## src/rtl/lsu_mem_sequencer.sv

```systemverilog
// Load/store sequencer between execute and a word-wide data memory.
// Splits word-crossing accesses into two beats, merges load data and extends it per funct3.
module lsu_mem_sequencer #(
   parameter int ADDR_W = 32,
   parameter int XLEN   = 32
) (
   input  logic              clk,
   input  logic              rst_n,
   input  logic              req_valid,
   output logic              req_ready,
   input  logic              req_is_store,
   input  logic [2:0]        req_func3,
   input  logic [ADDR_W-1:0] req_addr,
   input  logic [XLEN-1:0]   req_wdata,
   output logic              busy,
   output logic              resp_valid,
   output logic [XLEN-1:0]   resp_rdata,
   output logic              resp_err,
   output logic              mem_req,
   output logic              mem_we,
   output logic [ADDR_W-1:0] mem_addr,
   output logic [3:0]        mem_be,
   output logic [XLEN-1:0]   mem_wdata,
   input  logic              mem_ack,
   input  logic [XLEN-1:0]   mem_rdata
);

   typedef enum logic [1:0] {
      IDLE  = 2'd0,
      BEAT0 = 2'd1,
      BEAT1 = 2'd2,
      RESP  = 2'd3
   } state_t;

   state_t state, state_nx;

   // Accept-time decode, taken straight from the request inputs.
   logic [2:0]        in_size;
   logic [1:0]        in_off;
   logic [7:0]        in_mask8;
   logic              in_split;
   logic              in_illegal;
   logic [XLEN-1:0]   in_wd0;
   logic [XLEN-1:0]   in_wd1;
   logic [ADDR_W-1:0] in_addr0;
   logic [ADDR_W-1:0] in_addr1;

   always_comb begin
      in_off = req_addr[1:0];
      case (req_func3[1:0])
         2'b00:   in_size = 3'd1;
         2'b01:   in_size = 3'd2;
         default: in_size = 3'd4;
      endcase
      in_mask8 = ((8'd1 << in_size) - 8'd1) << in_off;
      in_split = ({1'b0, in_off} + in_size) > 3'd4;
      if (req_is_store)
         in_illegal = req_func3[2] | (req_func3[1:0] == 2'b11);
      else
         in_illegal = (req_func3 == 3'b011) | (req_func3[2:1] == 2'b11);
      in_wd0   = req_wdata << {in_off, 3'b000};
      in_wd1   = req_wdata >> (6'd32 - {1'b0, in_off, 3'b000});
      in_addr0 = {req_addr[ADDR_W-1:2], 2'b00};
      in_addr1 = in_addr0 + ADDR_W'(4);
   end

   // Second-beat geometry is precomputed at accept so BEAT1 only reloads registers.
   logic              st_q;
   logic [2:0]        f3_q;
   logic [1:0]        off_q;
   logic              err_q;
   logic              split_q;
   logic [3:0]        be1_q;
   logic [XLEN-1:0]   wd1_q;
   logic [ADDR_W-1:0] addr1_q;
   logic [XLEN-1:0]   rdata0_q;
   logic [XLEN-9:0]   rdata1_q;

   logic accept;
   logic ld0, ld1, cap0, cap1, drop;

   assign req_ready = (state == IDLE);
   assign accept    = req_valid & req_ready;
   assign busy      = (state != IDLE) | accept;

   // Handshake: a request is taken on an edge with req_valid & req_ready; a memory beat
   // completes on an edge with mem_req & mem_ack, and mem_* hold steady until then.
   always_ff @(posedge clk or negedge rst_n) begin
      if (!rst_n) state <= IDLE;
      else        state <= state_nx;
   end

   always_comb begin
      state_nx = state;
      ld0      = 1'b0;
      ld1      = 1'b0;
      cap0     = 1'b0;
      cap1     = 1'b0;
      drop     = 1'b0;
      case (state)
         IDLE: begin
            if (req_valid) begin
               state_nx = in_illegal ? RESP : BEAT0;
               ld0      = ~in_illegal;
            end
         end
         BEAT0: begin
            if (mem_ack) begin
               cap0 = 1'b1;
               if (split_q) begin
                  state_nx = BEAT1;
                  ld1      = 1'b1;
               end else begin
                  state_nx = RESP;
                  drop     = 1'b1;
               end
            end
         end
         BEAT1: begin
            if (mem_ack) begin
               cap1     = 1'b1;
               state_nx = RESP;
               drop     = 1'b1;
            end
         end
         RESP: state_nx = IDLE;
         default: state_nx = IDLE;
      endcase
   end

   always_ff @(posedge clk or negedge rst_n) begin
      if (!rst_n) begin
         st_q     <= 1'b0;
         f3_q     <= 3'd0;
         off_q    <= 2'd0;
         err_q    <= 1'b0;
         split_q  <= 1'b0;
         be1_q    <= 4'd0;
         wd1_q    <= '0;
         addr1_q  <= '0;
         rdata0_q <= '0;
         rdata1_q <= '0;
      end else begin
         if (accept) begin
            st_q     <= req_is_store;
            f3_q     <= req_func3;
            off_q    <= in_off;
            err_q    <= in_illegal;
            split_q  <= in_split;
            be1_q    <= in_mask8[7:4];
            wd1_q    <= in_wd1;
            addr1_q  <= in_addr1;
            rdata0_q <= '0;
            rdata1_q <= '0;
         end
         if (cap0) rdata0_q <= mem_rdata;
         if (cap1) rdata1_q <= mem_rdata[XLEN-9:0];
      end
   end

   always_ff @(posedge clk or negedge rst_n) begin
      if (!rst_n) begin
         mem_req   <= 1'b0;
         mem_we    <= 1'b0;
         mem_addr  <= '0;
         mem_be    <= 4'd0;
         mem_wdata <= '0;
      end else if (ld0) begin
         mem_req   <= 1'b1;
         mem_we    <= req_is_store;
         mem_addr  <= in_addr0;
         mem_be    <= in_mask8[3:0];
         mem_wdata <= in_wd0;
      end else if (ld1) begin
         mem_addr  <= addr1_q;
         mem_be    <= be1_q;
         mem_wdata <= wd1_q;
      end else if (drop) begin
         mem_req   <= 1'b0;
         mem_we    <= 1'b0;
         mem_addr  <= '0;
         mem_be    <= 4'd0;
         mem_wdata <= '0;
      end
   end

   logic [XLEN-1:0] raw;
   logic [XLEN-1:0] ext;

   always_comb begin
      case (off_q)
         2'd0:    raw = rdata0_q;
         2'd1:    raw = {rdata1_q[7:0],  rdata0_q[31:8]};
         2'd2:    raw = {rdata1_q[15:0], rdata0_q[31:16]};
         default: raw = {rdata1_q[23:0], rdata0_q[31:24]};
      endcase
      case (f3_q)
         3'b000:  ext = {{24{raw[7]}},  raw[7:0]};
         3'b001:  ext = {{16{raw[15]}}, raw[15:0]};
         3'b100:  ext = {24'd0, raw[7:0]};
         3'b101:  ext = {16'd0, raw[15:0]};
         default: ext = raw;
      endcase
   end

   assign resp_valid = (state == RESP);
   assign resp_err   = resp_valid & err_q;
   assign resp_rdata = (resp_valid & ~st_q & ~err_q) ? ext : '0;

endmodule
```

## config.mk

```make
export PLATFORM = sky130hd
export DESIGN_NAME = lsu_mem_sequencer
export DESIGN_NICKNAME = d
export VERILOG_FILES = /design/src/rtl/lsu_mem_sequencer.sv
export SDC_FILE = /design/constraint.sdc
export NUM_CORES = 1
export LEC_CHECK = 0
export ABC_AREA = 1
export CAP_MARGIN = 20
export CORE_MARGIN = 5
export CORE_UTILIZATION = 28
export DETAILED_ROUTE_END_ITERATION = 16
export GPL_ROUTABILITY_DRIVEN = 0
export PLACE_DENSITY = 0.54
export SLEW_MARGIN = 5
export SYNTH_ARGS = -nofsm -noshare
export SYNTH_HDL_FRONTEND = slang
export SYNTH_SLANG_ARGS = --single-unit
```

## constraint.sdc

```tcl
create_clock -name clk -period 2.2 [get_ports clk]
set_clock_uncertainty 0.1 [all_clocks]
set_input_delay 0.22 -clock clk [delete_from_list [all_inputs] [get_ports clk]]
set_output_delay 0.22 -clock clk [all_outputs]
set_load 0.02 [all_outputs]
```

==> results.md, run 1 <==
- Cell type contributing the most total cell area after synthesis: dfrtp_1
- Proportion of synthesized flip-flops having asynchronous set or reset: 1.00
- Startpoint Class: flop
- Endpoints failing hold: 0
- Number of storage elements in the synthesis netlist: 200
- Synth Cell Area: 11000 sq um
- CTS max path bufs: 2
- Fraction of layout instances using a drive strength above 1: 0.154
- Required time at the endpoint of the critical path: 1.88 ns
- Final cycle utilization of the critical path: 1.11
- Clock buffers created by TritonCTS: 17
- Pin count of the biggest net entering global routing: 49
- GRT Overall Usage: 0.190
- TritonCTS clock tree: built
- Setup crit end kind: output port
- Unique cell type count in the Yosys netlist: 41
- Hold crit path type: in2async
- Yosys top cell area share: 0.455
- Outcome: finished, violations left
- DRT antenna net count: 0
- Site Rows: 72
- Routed via count divided by cell count: 4.97
- Setup ws final: -0.238 ns
- IO Pins: 210
- Clock latency of the later-clocked register in the worst-skew pair: 0.46 ns
- PortBufs: 207
- Sequential cell area in the final layout: 5010 sq um
- RSZ-0062 raised after global routing: yes
- Gate Count Post-Synth: 1505
- Synth top area cells: dfrtp_1, nand2_1, nand3_1
- Total wire length: 42100 um
- Synth warn: 0
- Main flop type after synthesis: dfrtp_1
- Root cell of the clock tree: clkbuf_16
- Via count: 11492
- Time the final worst path needs with I/O delays and setup: 2.44 ns
- Setup total negative slack: -5.94 ns
- Average cell area after synthesis: 7.30 sq um
- Layout area overhead: 41.8%
- HPWL Detailed: 30500 um
- Total Power: 19.1 mW
- Fraction of the yosys area taken by sequential cells: 0.455
- Detailed Route Iter0 Violations: 967
- Start-to-end type of the worst setup path: reg2out
- Sinks on Clock Net: 200
- Die Footprint: 43300 sq um
- Max IR drop VDD: 0.000609 V
- Antenna violations before repair: 3
- First-pass GRT wire length: 65900 um
- Number of maximum-capacitance violations: 0
- Number of H-tree branching levels: 4
- Vert. Die Dim: 208 um
- Core outline area: 38700 sq um
- Layout Nets: 1896
- Max-slew violation count: 0
- Number of fill cells in the layout: 3998
- Iteration count of the initial detailed-routing pass: 6
- Via count of the first global-routing pass: 11363
- Number of enable-type register cells in the synthesized netlist: 0
- Crit path max fanout: 11
- Die outline width: 208 um
- Worst hold slack: 0.189 ns
- Clock-pin slew on the worst setup and hold paths: 0.08 ns
- Total congestion overflow: 0
- Static Leak: 7.39 nW
- Final count of negative-setup-slack endpoints: 31
- Drt wl/cell: 18.2 um
- Combined area of the multi-input logic cells: 5340 sq um
- Achievable Freq: 0.410 GHz
- DRC viols: 0
- Arrival time of the worst setup path: 2.12 ns
- Violations in the final reports: setup timing
- Power Dens Cells: 1230 nW/um^2
- Starting density of the core: 0.284
flip-flops by register name, indices dropped and copies added, names as in the netlist, 2 cells and up:
name and count:
be1_q 4, f3_q 3, wd1_q 32, rdata0_q 32
mem_be 4, mem_wdata 32, addr1_q 30, off_q 2
rdata1_q 24, mem_addr 30, state 2
critical path, cell delays in order, from the launching register on:
cell,delay [ns]
dfrtp_2,0.42
buf_12,0.12
nor2_4,0.04
buf_4,0.15
inv_2,0.11
buf_12,0.15
nor2_1,0.06
nor4_2,0.39
nor2_4,0.06
buf_4,0.16
timing repair:
action                                 in CTS  in global routing
setup buffers                              10                  4
endpoints found under the hold margin      41                  0
gates resized for setup                   245                 64
cloned                                      2                  3
setup endpoints to repair                  77                 58
pin swaps                                  12                 12
hold buffers                                1                  0
metal layers:
layer,global-route usage,vias up,part of all wire
met3,0.0411,78,0.071
met2,0.297,455,0.45
met1,0.260,5512,0.44
met5,0,-,0.00050
li1,-,5443,-
met4,0.0693,4,0.034
cells in the mapped netlist, drive strengths merged (3+ instances only):
master	number
buf	48
o22ai	65
inv	166
ha	10
clkbuf	32
nor4	4
o21bai	5
a31oi	7
nand2	479
o221ai	5
xnor2	3
a21oi	56
nand4	3
nand3	146
nand3b	6
o211ai	23
o21ai	112
nor2	109
nor3	6
dfrtp	200
xor2	3
a21boi	8
cells in the final DEF (no fill, tap or decap), drive strengths merged, types with 8 or more instances in the layout:
master,instances
nand2,479
a21boi,8
inv,168
a21oi,56
o21ai,112
ha,10
o211ai,23
buf,159
clkbuf,22
nor2,109
o22ai,65
dfrtp,200
nand3,146
clkdlybuf4s50,169
stage by stage:
step | area, sq um | setup slack [ns] | cells | util
2_1_floorplan | 11000 | 0.0987 | 1506 | -
3_5_place_dp | 14400 | -0.232 | 2260 | 0.371
5_1_grt | 15600 | -0.329 | 2313 | 0.402
6_report | 15600 | -0.238 | 2314 | 0.402
3_3_place_gp | 14400 | -0.206 | 2260 | 0.371
4_1_cts | 15200 | -0.181 | 2305 | 0.393
cell families (layout without fill, tap and decap cells):
logic type      Yosys count  in the layout  synth area share
simple gates            756            756             0.285
compound gates          284            284             0.149
buf+inv                 247            535            0.0924
flops                   200            200             0.455
fa+ha+maj                11             11            0.0132
xor+xnor                  6              6           0.00478
other cells               1              4          0.000341
area by class of cell:
cell class / count / share of cell area
multi-input combinational: 1059 / 0.343
sequential: 200 / 0.321
timing repair buffer: 336 / 0.218
tap: 518 / 0.0416
inverter: 167 / 0.0405
clock buffer: 18 / 0.0282
clock inverter: 14 / 0.00811
antenna: 2 / 0.000321
final timing paths:
| check | from | to | slack [ns] | cells past startpoint |
|---|---|---|---|---|
| min reg2reg | mem_wdata[1] | mem_wdata[1] | 0.38 | 2 |
| max | off_q[1] | resp_rdata[20] | -0.24 | 9 |
| min | rst_n | rdata1_q[2] | 0.19 | 2 |
| min in group clk | req_addr[0] | wd1_q[21] | 0.21 | 3 |
| max in group asynchronous | rst_n | mem_wdata[1] | 1.11 | 3 |
| max reg2reg | state[1] | mem_be[1] | 0.19 | 11 |
where the power goes:
group	switching [mW]	internal (mW)	total [mW]	leakage (nW)
Sequential	0.901	5.25	6.15	2.59
Clock	1.53	1.60	3.13	0.265
Combinational	5.64	4.19	9.83	4.54
Power figures use the tool's default switching activity.
==> inputs of run 2 (changes only) <==
--- a/config.mk
+++ b/config.mk
@@ -6,12 +6,12 @@
 export NUM_CORES = 1
 export LEC_CHECK = 0
 export ABC_AREA = 1
-export CAP_MARGIN = 20
+export CAP_MARGIN = 40
 export CORE_MARGIN = 5
-export CORE_UTILIZATION = 28
+export CORE_UTILIZATION = 45
 export DETAILED_ROUTE_END_ITERATION = 16
 export GPL_ROUTABILITY_DRIVEN = 0
-export PLACE_DENSITY = 0.54
+export PLACE_DENSITY = 0.77
 export SLEW_MARGIN = 5
 export SYNTH_ARGS = -nofsm -noshare
 export SYNTH_HDL_FRONTEND = slang
==> results.md, run 2 (synthesis results as in run 1) <==
- Layout Nets: 1848
- Root cell of the clock tree: clkbuf_16
- TritonCTS clock tree: built
- Pin count of the biggest net entering global routing: 67
- Site Rows: 57
- Final count of negative-setup-slack endpoints: 23
- Achievable Freq: 0.439 GHz
- Static Leak: 7.01 nW
- Sinks on Clock Net: 200
- Setup crit end kind: output port
- Layout area overhead: 32.7%
- Clock buffers created by TritonCTS: 17
- Register-to-register path setup slack: 0.16 ns
- Crit path max fanout: 7
- First-pass GRT wire length: 58100 um
- Time the final worst path needs with I/O delays and setup: 2.28 ns
- Routed via count divided by cell count: 5.52
- CTS max path bufs: 2
- Combined area of the multi-input logic cells: 5170 sq um
- Startpoint Class: flop
- Commonest cells after routing, fill and taps aside: nand2_1, dfrtp_1, clkdlybuf4s50_1
- Via count of the first global-routing pass: 11102
- Outcome: finished, violations left
- Layer with the highest usage: met2
- Required time at the endpoint of the critical path: 1.88 ns
- Drt wl/cell: 17.6 um
- GRT Overall Usage: 0.256
- Die outline width: 166 um
- Met1 demand-to-capacity share in global routing: 0.333
- Arrival time of the worst setup path: 1.96 ns
- Total wire length: 36400 um
- Iteration count of the initial detailed-routing pass: 8
- Vert. Die Dim: 166 um
- Regs by FF count: mem_wdata: 32 flops, rdata0_q: 32 flops, wd1_q: 32 flops
- Number of maximum-capacitance violations: 0
- Max-slew violation count: 0
- Hold crit path type: in2async
- Setup total negative slack: -1.11 ns
- Start-to-end type of the worst setup path: reg2out
- Placed insts: 2026
- Post-layout instance count excluding filler cells: 2071
- Sequential cell area in the final layout: 5010 sq um
- GR Util met2: 0.426
- RSZ-0062 raised after global routing: yes
- Setup ws final: -0.0791 ns
- HPWL Detailed: 25900 um
- Buffers plus inverters on the worst setup path: 1
- Violations in the final reports: setup timing
- Via count: 11423
- Library cell contributing the largest single delay on the critical path: dfrtp_2
- Detailed Route Iter0 Violations: 1483
- Endpoints failing hold: 0
- Antenna violations before repair: 2
- Max IR drop VDD: 0.000809 V
- Number of H-tree branching levels: 4
- Slew of the pin with the lowest slew margin: 0.531 ns
- Most common cell after layout, fill and taps aside: nand2_1
- Starting density of the core: 0.455
- Grt met3 use: 0.0595
- PortBufs: 207
- DRC viols: 0
- Worst hold slack: 0.215 ns
- Total congestion overflow: 0
- CP cell instances: nor2_4, nand2_1, nand3_2, nand3_4, nand3_2, nand2_4, nor2_1, buf_4
- Cell repeated most along the worst path: nand3_2
- IO Pins: 210
- Die Footprint: 27600 sq um
- Core outline area: 24200 sq um
- Worst slew margin relative to its limit: 0.646
- Power Dens Cells: 1230 nW/um^2
- Top delay family on crit path: simple AND/OR/NAND/NOR gates
- Clock-pin slew on the worst setup and hold paths: 0.08 ns
- Final cycle utilization of the critical path: 1.04
- Clock latency of the later-clocked register in the worst-skew pair: 0.44 ns
- Delay of the slowest cell on the worst path: 0.46 ns
- DRT antenna net count: 0
- Fraction of layout instances using a drive strength above 1: 0.117
- Number of fill cells in the layout: 2102
run 2: worst register-to-register path: cells and delay by family, from the launching register on:
family                   cells  cell delay (ns)
flip-flops                   1             0.40
buffers and inverters        4             0.56
adder cells (fa/ha/maj)      1             0.19
AND/OR/NAND/NOR              4             0.45
AO/OA/AOI/OAI                1             0.21
run 2: worst paths after layout:
path / from / endpoint / depth (start not counted)
setup / recovery: off_q[0] / resp_rdata[19] / 8
hold / removal: rst_n / rdata1_q[20] / 2
setup reg to reg: state[0] / mem_wdata[22] / 10
hold reg to reg: addr1_q[17] / addr1_q[17] / 2
max in group asynchronous: rst_n / mem_wdata[16] / 3
min in group clk: req_addr[0] / be1_q[0] / 5
run 2: layer usage:
| metal | part of all wire | wire length [um] |
|---|---|---|
| met3 | 0.095 | 3470 |
| met2 | 0.47 | 17300 |
| met4 | 0.029 | 1040 |
| met5 | 0.00058 | 21 |
| met1 | 0.40 | 14600 |
run 2: through the flow:
| stage | utilization | area (sq um) | setup slack [ns] | total power, mW |
|---|---|---|---|---|
| 6_report | 0.603 | 14600 | -0.0791 | 18.0 |
| 2_1_floorplan | - | 11000 | 0.0987 | 10.8 |
| 3_5_place_dp | 0.568 | 13700 | -0.210 | 14.2 |
| 3_3_place_gp | 0.568 | 13700 | -0.154 | 14.0 |
| 5_1_grt | 0.603 | 14600 | -0.194 | 19.1 |
| 4_1_cts | 0.593 | 14300 | -0.0281 | 17.5 |
run 2: layout make-up:
cell class                 count  share of cell area
sequential                   200               0.343
multi-input combinational   1059               0.355
clock buffer                  19              0.0311
tap                          324              0.0278
clock inverter                13             0.00746
inverter                     167              0.0430
timing repair buffer         288               0.193
antenna                        1            0.000172
run 2: repair_timing:
| item | CTS | global route |
|---|---|---|
| buffers inserted | 7 | 3 |
| endpoints found under the setup margin | 36 | 84 |
| hold endpoints to repair | 55 | 0 |
| gates resized for setup | 179 | 71 |
| gates cloned | 1 | 1 |
| pin swaps | 7 | 13 |
| hold buffers | 1 | 0 |
run 2: power by group:
part           switching (mW)  leakage, nW  internal [mW]
Sequential              0.914         2.59           5.25
Combinational            5.21         4.15           3.52
Clock                    1.52        0.275           1.54
==> inputs of run 3 (changes only) <==
--- a/config.mk
+++ b/config.mk
@@ -10,7 +10,6 @@
 export CORE_MARGIN = 5
 export CORE_UTILIZATION = 45
 export DETAILED_ROUTE_END_ITERATION = 16
-export GPL_ROUTABILITY_DRIVEN = 0
 export PLACE_DENSITY = 0.77
 export SLEW_MARGIN = 5
 export SYNTH_ARGS = -nofsm -noshare
==> results.md, run 3 (synthesis results as in run 1) <==
- Start-to-end type of the worst setup path: reg2out
- Die Footprint: 27600 sq um
- IO Pins: 210
- Regs by FF count: mem_wdata: 32 flops, rdata0_q: 32 flops, wd1_q: 32 flops
- Required time at the endpoint of the critical path: 1.88 ns
- Switching portion of total power: 0.425
- Sinks on Clock Net: 200
- Violations in the final reports: setup timing
- Routability cong.: 0.965
- Number of H-tree branching levels: 4
- Critical register-to-register path startpoint: state[0]
- Max-slew violation count: 0
- Time the final worst path needs with I/O delays and setup: 2.39 ns
- Power spent charging and discharging nets: 7.89 mW
- Core outline area: 24200 sq um
- First-pass GRT wire length: 62100 um
- Final count of negative-setup-slack endpoints: 31
- Arrival time of the worst setup path: 2.07 ns
- Power Dens Cells: 1240 nW/um^2
- Layout Nets: 1869
- Total congestion overflow: 0
- Cell area after placement: 13900 sq um
- Pint: 10.7 mW
- Pin count of the biggest net entering global routing: 70
- Setup ws final: -0.190 ns
- Detailed Route Iter0 Violations: 973
- Vert. Die Dim: 166 um
- Fraction of layout instances using a drive strength above 1: 0.135
- Hold crit path type: in2async
- Setup total negative slack: -4.26 ns
- DRC viols: 0
- Combinational share of power: 0.498
- PortBufs: 207
- RR Endpoint: rdata0_q[31]
- Endpoints failing hold: 0
- CTS max path bufs: 2
- Sequential power share: 0.334
- Register-to-register path setup slack: 0.17 ns
- Startpoint Class: flop
- Via count of the first global-routing pass: 11499
- Clock-pin slew on the worst setup and hold paths: 0.08 ns
- HPWL Detailed: 27500 um
- Static Leak: 7.18 nW
- Antenna violations before repair: 1
- DRT antenna net count: 0
- Final cell area excluding filler cells: 15000 sq um
- Final cycle utilization of the critical path: 1.09
- RSZ-0062 raised after global routing: yes
- Achievable Freq: 0.418 GHz
- Clock latency of the later-clocked register in the worst-skew pair: 0.43 ns
- Via count: 11452
- Total wire length: 38600 um
- Iteration count of the initial detailed-routing pass: 5
- Starting density of the core: 0.455
- FF-to-FF path depth: 7
- GRT Overall Usage: 0.277
- Worst hold slack: 0.0833 ns
- Layout area overhead: 36.4%
- Routed via count divided by cell count: 5.47
- Worst slack at placement: -0.158 ns
- Most common cell after layout, fill and taps aside: nand2_1
- Site Rows: 57
- TritonCTS clock tree: built
- Number of fill cells in the layout: 2121
- Crit path max fanout: 5
- Total Power: 18.6 mW
- Outcome: finished, violations left
- Power share of the clock group: 0.168
- Drt wl/cell: 18.5 um
- Max IR drop VDD: 0.000624 V
- Clock buffers created by TritonCTS: 17
- Commonest cells after routing, fill and taps aside: nand2_1, dfrtp_1, clkdlybuf4s50_1
- Number of maximum-capacitance violations: 0
- Setup crit end kind: output port
- Root cell of the clock tree: clkbuf_16
- Die outline width: 166 um
==> run 3: cell count changes in the layout (fill, tap and decap cells not counted), sizes merged <==
cell / previous run / this run
clkdlybuf4s15: 1 / 0
inv: 173 / 174
clkinv: 5 / 4
buf: 112 / 134
==> run 3: worst max path at each step <==
stage,cells after the start,endpoint,slack (ns),startpoint
detailed placement,10,resp_rdata[16],-0.16,off_q[0]
CTS,10,resp_rdata[28],-0.18,off_q[0]
finish,11,resp_rdata[30],-0.19,off_q[0]
global route,9,resp_rdata[8],-0.27,off_q[0]
global placement,9,resp_rdata[25],-0.20,off_q[0]
floorplan,10,wd1_q[14],0.1,req_addr[0]
==> run 3: worst max-delay path, cell delays in order, from the launching register on <==
cell     delay, ns
dfrtp_1       0.43
buf_12        0.16
nor2_4        0.19
buf_4         0.15
inv_2         0.04
buf_4         0.15
o21ai_1       0.13
o21ai_1       0.09
nand3_2       0.06
nand2_1       0.05
inv_1         0.07
buf_6         0.11
==> run 3: routing by layer <==
layer / global-route usage / vias up / wire [um]
li1: - / 5390 / -
met2: 0.449 / 515 / 18000
met1: 0.365 / 5462 / 16300
met4: 0.110 / 0 / 1350
met3: 0.0595 / 85 / 2980
met5: 0 / - / 0
==> run 3: repair_timing <==
| item | 4_1_cts | 5_1_grt |
|---|---|---|
| pin swaps | 11 | 12 |
| setup endpoints to repair | 38 | 76 |
| endpoints found under the hold margin | 200 | 0 |
| gates resized for setup | 240 | 52 |
| hold buffers | 1 | 0 |
| buffers inserted | 15 | 3 |
| cloned | 1 | 0 |
==> run 3: per-stage QoR <==
step                std cells   util
floorplan                1506      -
global placement         2042  0.576
detailed placement       2042  0.576
CTS                      2090  0.614
global route             2091  0.620
finish                   2092  0.620
==> run 3: power by group through the flow <==
stage	combinational, mW	clock, mW	sequential (mW)
floorplan	4.19	0	6.59
global placement	8.34	0	6.19
detailed placement	8.43	0	6.19
CTS	8.99	3.16	6.17
global route	10.0	3.32	6.37
finish	9.25	3.12	6.20
==> run 3: cell type report <==
type / count / area, sq um / share of cell area
Timing Repair Buffer: 309 / 3120 / 0.208
Multi-Input combinational cell: 1059 / 5250 / 0.350
Antenna cell: 1 / 2.50 / 0.000167
Clock buffer: 19 / 443 / 0.0296
Sequential cell: 200 / 5010 / 0.334
Clock inverter: 13 / 129 / 0.00860
Tap cell: 324 / 405 / 0.0270
Inverter: 167 / 636 / 0.0424
